==> config.mk <==
export PLATFORM = sky130hd
export DESIGN_NAME = countdown_timer
export DESIGN_NICKNAME = d
export VERILOG_FILES = /design/src/rtl/countdown_timer.sv
export SDC_FILE = /design/constraint.sdc
export NUM_CORES = 1
export LEC_CHECK = 0
export ABC_AREA = 1
export BUFFER_PORTS_ARGS = -buffer_cell sky130_fd_sc_hd__buf_2
export CAP_MARGIN = 30
export CORE_AREA = 3 3 111 113
export CTS_CLUSTER_DIAMETER = 120
export CTS_CLUSTER_SIZE = 12
export DETAILED_ROUTE_END_ITERATION = 6
export DIE_AREA = 0 0 114 116
export PLACE_DENSITY_LB_ADDON = 0.3
export RECOVER_POWER = 25
export SYNTH_ARGS = -nofsm -noshare
export SYNTH_HDL_FRONTEND = slang
export SYNTH_SLANG_ARGS = --single-unit
==> constraint.sdc <==
create_clock -name clk -period 1.9 [get_ports clk]
set_clock_uncertainty 0.05 [all_clocks]
set_input_delay 0.19 -clock clk [delete_from_list [all_inputs] [get_ports clk]]
set_output_delay 0.19 -clock clk [all_outputs]
set_load 0.02 [all_outputs]
==> src/rtl/countdown_timer.sv <==
`default_nettype none
// ============================================================================
// countdown_timer : preset h:m:s value counts down once per second to 00:00:00
// Revision        : 1.0
// ============================================================================
module countdown_timer #(
  parameter int CLK_DIV   = 250,
  parameter int MAX_HOURS = 99
) (
  input  logic       clk,
  input  logic       reset,
  input  logic       load,
  input  logic [7:0] set_seconds,
  input  logic [7:0] set_minutes,
  input  logic [7:0] set_hours,
  input  logic       startStop,
  output logic [7:0] seconds,
  output logic [7:0] minutes,
  output logic [7:0] hours,
  output logic       running,
  output logic       done,
  output logic       expired
);

  localparam int            PW           = (CLK_DIV > 1) ? $clog2(CLK_DIV) : 1;
  localparam logic [PW-1:0] C_PRESC_LAST = PW'(CLK_DIV - 1);
  localparam logic [7:0]    C_MAX_HOURS  = 8'(MAX_HOURS);

  typedef enum logic [1:0] {
    S_IDLE  = 2'd0,
    S_RUN   = 2'd1,
    S_PAUSE = 2'd2,
    S_DONE  = 2'd3
  } state_t;

  state_t        state_q, state_d;
  logic [PW-1:0] presc_q, presc_d;
  logic [7:0]    sec_q, sec_d;
  logic [7:0]    min_q, min_d;
  logic [7:0]    hr_q, hr_d;
  logic          ss_prev_q, ss_prev_d;
  logic          running_q, running_d;
  logic          done_q, done_d;
  logic          expired_q, expired_d;

  logic w_ss_edge;
  logic w_tick;
  logic w_nonzero;
  logic w_last_step;

  assign w_ss_edge   = startStop & ~ss_prev_q;
  assign w_tick      = (state_q == S_RUN) && (presc_q == C_PRESC_LAST);
  assign w_nonzero   = (sec_q != 8'd0) || (min_q != 8'd0) || (hr_q != 8'd0);
  assign w_last_step = (sec_q == 8'd1) && (min_q == 8'd0) && (hr_q == 8'd0);

  always_comb begin
    state_d   = state_q;
    presc_d   = presc_q;
    sec_d     = sec_q;
    min_d     = min_q;
    hr_d      = hr_q;
    ss_prev_d = startStop;
    expired_d = 1'b0;

    if (load) begin
      sec_d   = (set_seconds > 8'd59) ? 8'd59 : set_seconds;
      min_d   = (set_minutes > 8'd59) ? 8'd59 : set_minutes;
      hr_d    = (set_hours > C_MAX_HOURS) ? C_MAX_HOURS : set_hours;
      presc_d = '0;
      state_d = S_IDLE;
    end else if (w_ss_edge) begin
      // An edge wins over a coincident tick, so pausing on the last
      // prescaler cycle keeps that second pending.
      case (state_q)
        S_IDLE: begin
          if (w_nonzero) begin
            state_d = S_RUN;
            presc_d = '0;
          end
        end
        S_RUN:   state_d = S_PAUSE;
        S_PAUSE: state_d = S_RUN;
        S_DONE:  state_d = S_IDLE;
        default: state_d = S_IDLE;
      endcase
    end else if (w_tick) begin
      presc_d = '0;
      if (sec_q != 8'd0) begin
        sec_d = sec_q - 8'd1;
      end else if (min_q != 8'd0) begin
        sec_d = 8'd59;
        min_d = min_q - 8'd1;
      end else begin
        sec_d = 8'd59;
        min_d = 8'd59;
        hr_d  = hr_q - 8'd1;
      end
      if (w_last_step) begin
        state_d   = S_DONE;
        expired_d = 1'b1;
      end
    end else if (state_q == S_RUN) begin
      presc_d = presc_q + PW'(1);
    end

    running_d = (state_d == S_RUN);
    done_d    = (state_d == S_DONE);
  end

  always_ff @(posedge clk or negedge reset) begin
    if (!reset) begin
      state_q   <= S_IDLE;
      presc_q   <= '0;
      sec_q     <= 8'd0;
      min_q     <= 8'd0;
      hr_q      <= 8'd0;
      ss_prev_q <= 1'b0;
      running_q <= 1'b0;
      done_q    <= 1'b0;
      expired_q <= 1'b0;
    end else begin
      state_q   <= state_d;
      presc_q   <= presc_d;
      sec_q     <= sec_d;
      min_q     <= min_d;
      hr_q      <= hr_d;
      ss_prev_q <= ss_prev_d;
      running_q <= running_d;
      done_q    <= done_d;
      expired_q <= expired_d;
    end
  end

  assign seconds = sec_q;
  assign minutes = min_q;
  assign hours   = hr_q;
  assign running = running_q;
  assign done    = done_q;
  assign expired = expired_q;

endmodule
`default_nettype wire

Yosys cells after proc, flatten, opt, wreduce, memory -nomap -nowiden:

Index checks and enable logic that the tools add are counted.

* $add $sub $neg: 4
* order comparisons: 3
* eq/ne operators: 12
* muxes and demuxes: 33
* bitwise operators: 2
* reductions and logical operators: 17

Operator list (count)
* $mux W8: 23
* $reduce_bool A8 Y1: 3
* $sub A8 B1 Y8 const B: 3
* $gt A8 B6 Y1 const B: 2
* $logic_not A8 Y1: 2
* $mux W2: 5
* $add A8 B1 Y8 const B: 1
* $eq A8 B1 Y1 const B: 1
* $eq A8 B8 Y1 const B: 1
* $gt A8 B7 Y1 const B: 1
* $pmux W2 S4: 1
* $eq A2 B2 Y1 const B: 3
* $ne A2 B2 Y1 const B: 3
* $ne A3 B2 Y1 const B: 2
* $reduce_and A3 Y1: 2
* $eq A2 B1 Y1 const B: 2
* $mux W1: 4
* $reduce_and A4 Y1: 1
* $reduce_bool A4 Y1: 1
* $logic_and A1 B1 Y1: 3
* $logic_not A2 Y1: 1
* $logic_or A1 B1 Y1: 2
* $reduce_and A2 Y1: 1
* $reduce_bool A2 Y1: 1
* other kinds (2): 2

* bits in registers: 38
* input port bits: 28
* output and inout bits: 27
* logic and storage cells: 80

Longest topological paths before layout:

* depth after elaboration: 8
* gate-level depth with buffers: 11
* depth with buffers taken out: 11

Worst setup path after synthesis:

No wires, ideal clock.

* kind: register to register
* start: reg sec_q[0] (netlist: seconds[0])
* end: reg min_q[6] (netlist: minutes[6])
* setup time: 0.076 ns
* data arrival time: 1.504 ns
* required time: 1.774 ns
* slack: 0.270 ns
* cell stages (with the launch flop): 11
* path buffers: 1
* period minus slack after synthesis: 1.630 ns
* cell sequence: dfrtp_1 inv_1 ha_1 nand2_1 nor2_2 nor2_4 inv_1 nand2_2 buf_6 nand2_1 o21ai_1

* longest elaborated chain between the ends: 3

RTL lines
* from (decl): RTL line 38 `logic [7:0] sec_q, sec_d;`
* from (signal assigned): RTL line 114 `sec_q <= 8'd0;`
* from (signal assigned): RTL line 124 `sec_q <= sec_d;`
* $reduce_bool A8 Y1: RTL line 88 `if (sec_q != 8'd0) begin`
* $ne A2 B2 Y1 (no line)
* $reduce_and A3 Y1 (no line)
* to (signal assigned): RTL line 125 `min_q <= min_d;`
* to (decl): RTL line 39 `logic [7:0] min_q, min_d;`

No other way between the ends.
A chain may end at the register's enable or synchronous reset.

Worst setup path in the final report:

* start: reg presc_q[0]
* end: reg hr_q[3] (netlist: hours[3])

* longest elaborated chain between the ends: 4

RTL lines
* from (decl): RTL line 37 `logic [PW-1:0] presc_q, presc_d;`
* from (signal assigned): RTL line 123 `presc_q <= presc_d;`
* $eq A8 B8 Y1: RTL line 52 `assign w_tick = (state_q == S_RUN) && (presc_q == C_PRESC_LAST);`
* $logic_and A1 B1 Y1: RTL line 52
* $reduce_bool A2 Y1 (no line)
* $reduce_and A4 Y1 (no line)
* to (signal assigned): RTL line 126 `hr_q <= hr_d;`
* to (decl): RTL line 40 `logic [7:0] hr_q, hr_d;`

No other way between the ends.

==> flow_metrics.tcl <==
set metrics [dict create \
    outcome "complete, no violations" \
    drt-met1-wl_um 3370 \
    row_count 39 \
    fp.dieW_um 114 \
    synth_top_area_share_pct 36.3 \
    antenna_found_initial 0 \
    clock_latency_ns 0.28 \
    nNetsFinal 475 \
    syn_area_per_cell_um2 7.16 \
    ys_async_sr_fraction_pct 100 \
    root_buffer "clkbuf_16" \
    synth_area_leader_cell "dfrtp_1" \
    fmax_mhz 569 \
    internal_power_mw 1.99 \
    p_switching_mw 1.22 \
    max-clock-path-buffers 2 \
    layout.cells.non_filler 582 \
    yosysSeqAreaShare_pct 36.3 \
    grt_pass1_vias 2499 \
    p_per_area_nw_per_um2 955 \
    port_buffers 54 \
    die_h_um 116 \
    die_area_um2 13200 \
    drv_slew 0 \
    cpPeakStageDelay_ns 0.45 \
    drc_errors 0 \
    worstPathCellList "ha_1 -> inv_1 -> nor2_4 -> nand3_4 -> nand2_1 -> nand2_2 -> nor2_4 -> buf_4 -> nand3_1 -> nand2_1" \
    dp_cells 568 \
    vdd_drop_max_v 0.000368 \
    hold_viol_final 0 \
    synth_nets 403 \
    synthFlopType "dfrtp_1" \
    syn_inst 366 \
    hold_slack_ns 0.145 \
    cts_tree "done" \
    synth-seq-cells 38 \
    synth_edf_count 0 \
    syn_to_final_growth_pct 28.2 \
    critPathKind "flop to flop" \
    grt_pass1_wl_um 11900 \
    p_sw_share_pct 38.0 \
    arrival_ns 1.92 \
    fillers 1265 \
    synthTopCellsByArea "dfrtp_1 36%, nand2_1 15%, inv_1 6.4%, nor2_1 5.9%, nand3_1 4.8%" \
    wl_met2_um 3430 \
    seq_area_um2 951 \
    core-area_um2 11400 \
    via_count 2546 \
    startpoint_type "flop" \
    slowest_stage "dfrtp_1" \
    layout_min_cycle_time_ns 1.76 \
    drt-total-wl_um 7220 \
    endpoint_kind "flop" \
    multiInputGateArea_um2 1450 \
    htreeDepth 2 \
    wl_per_cell_um 12.4 \
    clock-sinks 38 \
    path_max_fanout 7 \
    worstHoldPathType "input port to flop" \
    gp_congestion 0.895 \
    setup_tns_ns 0 \
    clock_power_share_pct 28.8 \
    routed_via_density 4.37 \
    first_iter_violations 140 \
    yosys-top-cells-count "105 x nand2_1, 45 x inv_1, 41 x nor2_1, 38 x dfrtp_1, 25 x nand3_1" \
    p_seq_share_pct 33.7 \
    gr-usage-all-layers_pct 11.1 \
    power_frac_comb_pct 37.6 \
    cts_buffers 5 \
    synth_area_um2 2620 \
    pin_count 55 \
    fin_util_pct 29.4 \
    grt_start_max_net_pins 22 \
    ys.warnings.count 0 \
    worstPathRequired_ns 2.06 \
    antenna_left 0 \
    p_leak_nw 1.68 \
    initial_core_util_pct 22.9 \
    worst_pin_slew_ns 1.12 \
    dpl.hpwl_um 5640 \
    setup_viol 0 \
    finalCritPeriodShare_pct 92.6 \
    wl_met3_um 303 \
    final_area_um2 3360 \
    place_area_um2 3130 \
    ys_types 34 \
    slew_headroom_pct 25.1 \
    path_buf_inv 2 \
    critPathTopFamily "simple AND/OR/NAND/NOR gates" \
    grt.overflow.total 0 \
    synth_most_common_cell "nand2_1" \
    drt_pass1_iterations 4 \
    cap_violations 0 \
    cts.clk_slew.worst_paths_ns 0.06 \
    top_layer_used "met4" \
    diodes 0 \
    drive_above_1_share_pct 23.9 \
]
final timing paths:
path / start / slack (ns) / to / cells after the start
min in group asynchronous: reset / 0.63 / minutes[1] / 2
hold reg to reg: minutes[0] / 0.46 / minutes[0] / 2
setup / recovery: presc_q[0] / 0.14 / hours[3] / 10
hold / removal: set_seconds[4] / 0.15 / seconds[4] / 3
setup reg to reg: presc_q[0] / 0.14 / hours[3] / 10
max in group asynchronous: reset / 0.49 / presc_q[1] / 3
registers in the layout, indices dropped and copies added, names as in the netlist:
| name | flops |
|---|---|
| seconds | 8 |
| state_q | 2 |
| ss_prev_q | 1 |
| running | 1 |
| done | 1 |
| hours | 8 |
| presc_q | 8 |
| minutes | 8 |
| expired | 1 |
metal layers:
metal / up-vias / GRT usage (%)
li1: 1313 / -
met1: 1181 / 14.4
met2: 42 / 18.3
met3: 10 / 2.56
met4: 0 / 3.64
met5: - / 0
power by group through the flow:
stage / clock (mW) / sequential, mW / combinational, mW
after global placement: 0 / 1.09 / 1.18
after detailed placement: 0 / 1.10 / 1.20
after CTS: 0.955 / 1.08 / 1.21
after floorplan: 0 / 1.23 / 0.624
after global routing: 0.990 / 1.10 / 1.35
final: 0.923 / 1.08 / 1.21
cells by family (layout without fill, tap and decap cells):
family	Yosys count	after routing	synth area share [%]
AND/OR/NAND/NOR	208	208	36.5
buffers and inverters	55	128	9.12
adder cells (fa/ha/maj)	9	9	4.30
XOR/XNOR	12	12	4.01
AO/OA/AOI/OAI	44	44	9.79
flip-flops	38	38	36.3
worst register-to-register path: stages (launching register included):
cell     delay [ns]
dfrtp_1        0.45
ha_1           0.21
inv_1          0.07
nor2_4         0.13
nand3_4        0.11
nand2_1        0.09
nand2_2        0.08
nor2_4         0.20
buf_4          0.17
nand3_1        0.06
nand2_1        0.08
area by class of cell:
type,instances,area share [%]
Tap cell,143,5.33
Clock buffer,8,4.95
Sequential cell,38,28.3
Inverter,48,5.36
Timing Repair Buffer,72,12.9
Multi-Input combinational cell,273,43.2
layout by cell type, fill, tap and decap left out, drive strengths merged, types with 4 or more instances in the layout:
| cell | instances |
|---|---|
| buf | 68 |
| clkbuf | 10 |
| dfrtp | 38 |
| ha | 9 |
| inv | 48 |
| nand2 | 109 |
| nand3 | 26 |
| nand4 | 12 |
| nor2 | 51 |
| o21ai | 32 |
| o22ai | 4 |
| or2 | 4 |
| xnor2 | 4 |
| xor2 | 8 |
metrics by stage:
step | power [mW] | setup WS, ns
4_1_cts | 3.25 | 0.0563
5_1_grt | 3.44 | -0.0132
2_1_floorplan | 1.86 | 0.270
3_3_place_gp | 2.27 | 0.0869
3_5_place_dp | 2.29 | 0.0891
6_report | 3.21 | 0.141
repair_timing:
item,CTS,global route
hold buffers,2,0
endpoints found under the hold margin,18,0
endpoints found under the setup margin,0,13
gates resized for setup,0,6
buffers inserted,0,4
Power figures use the tool's default switching activity.
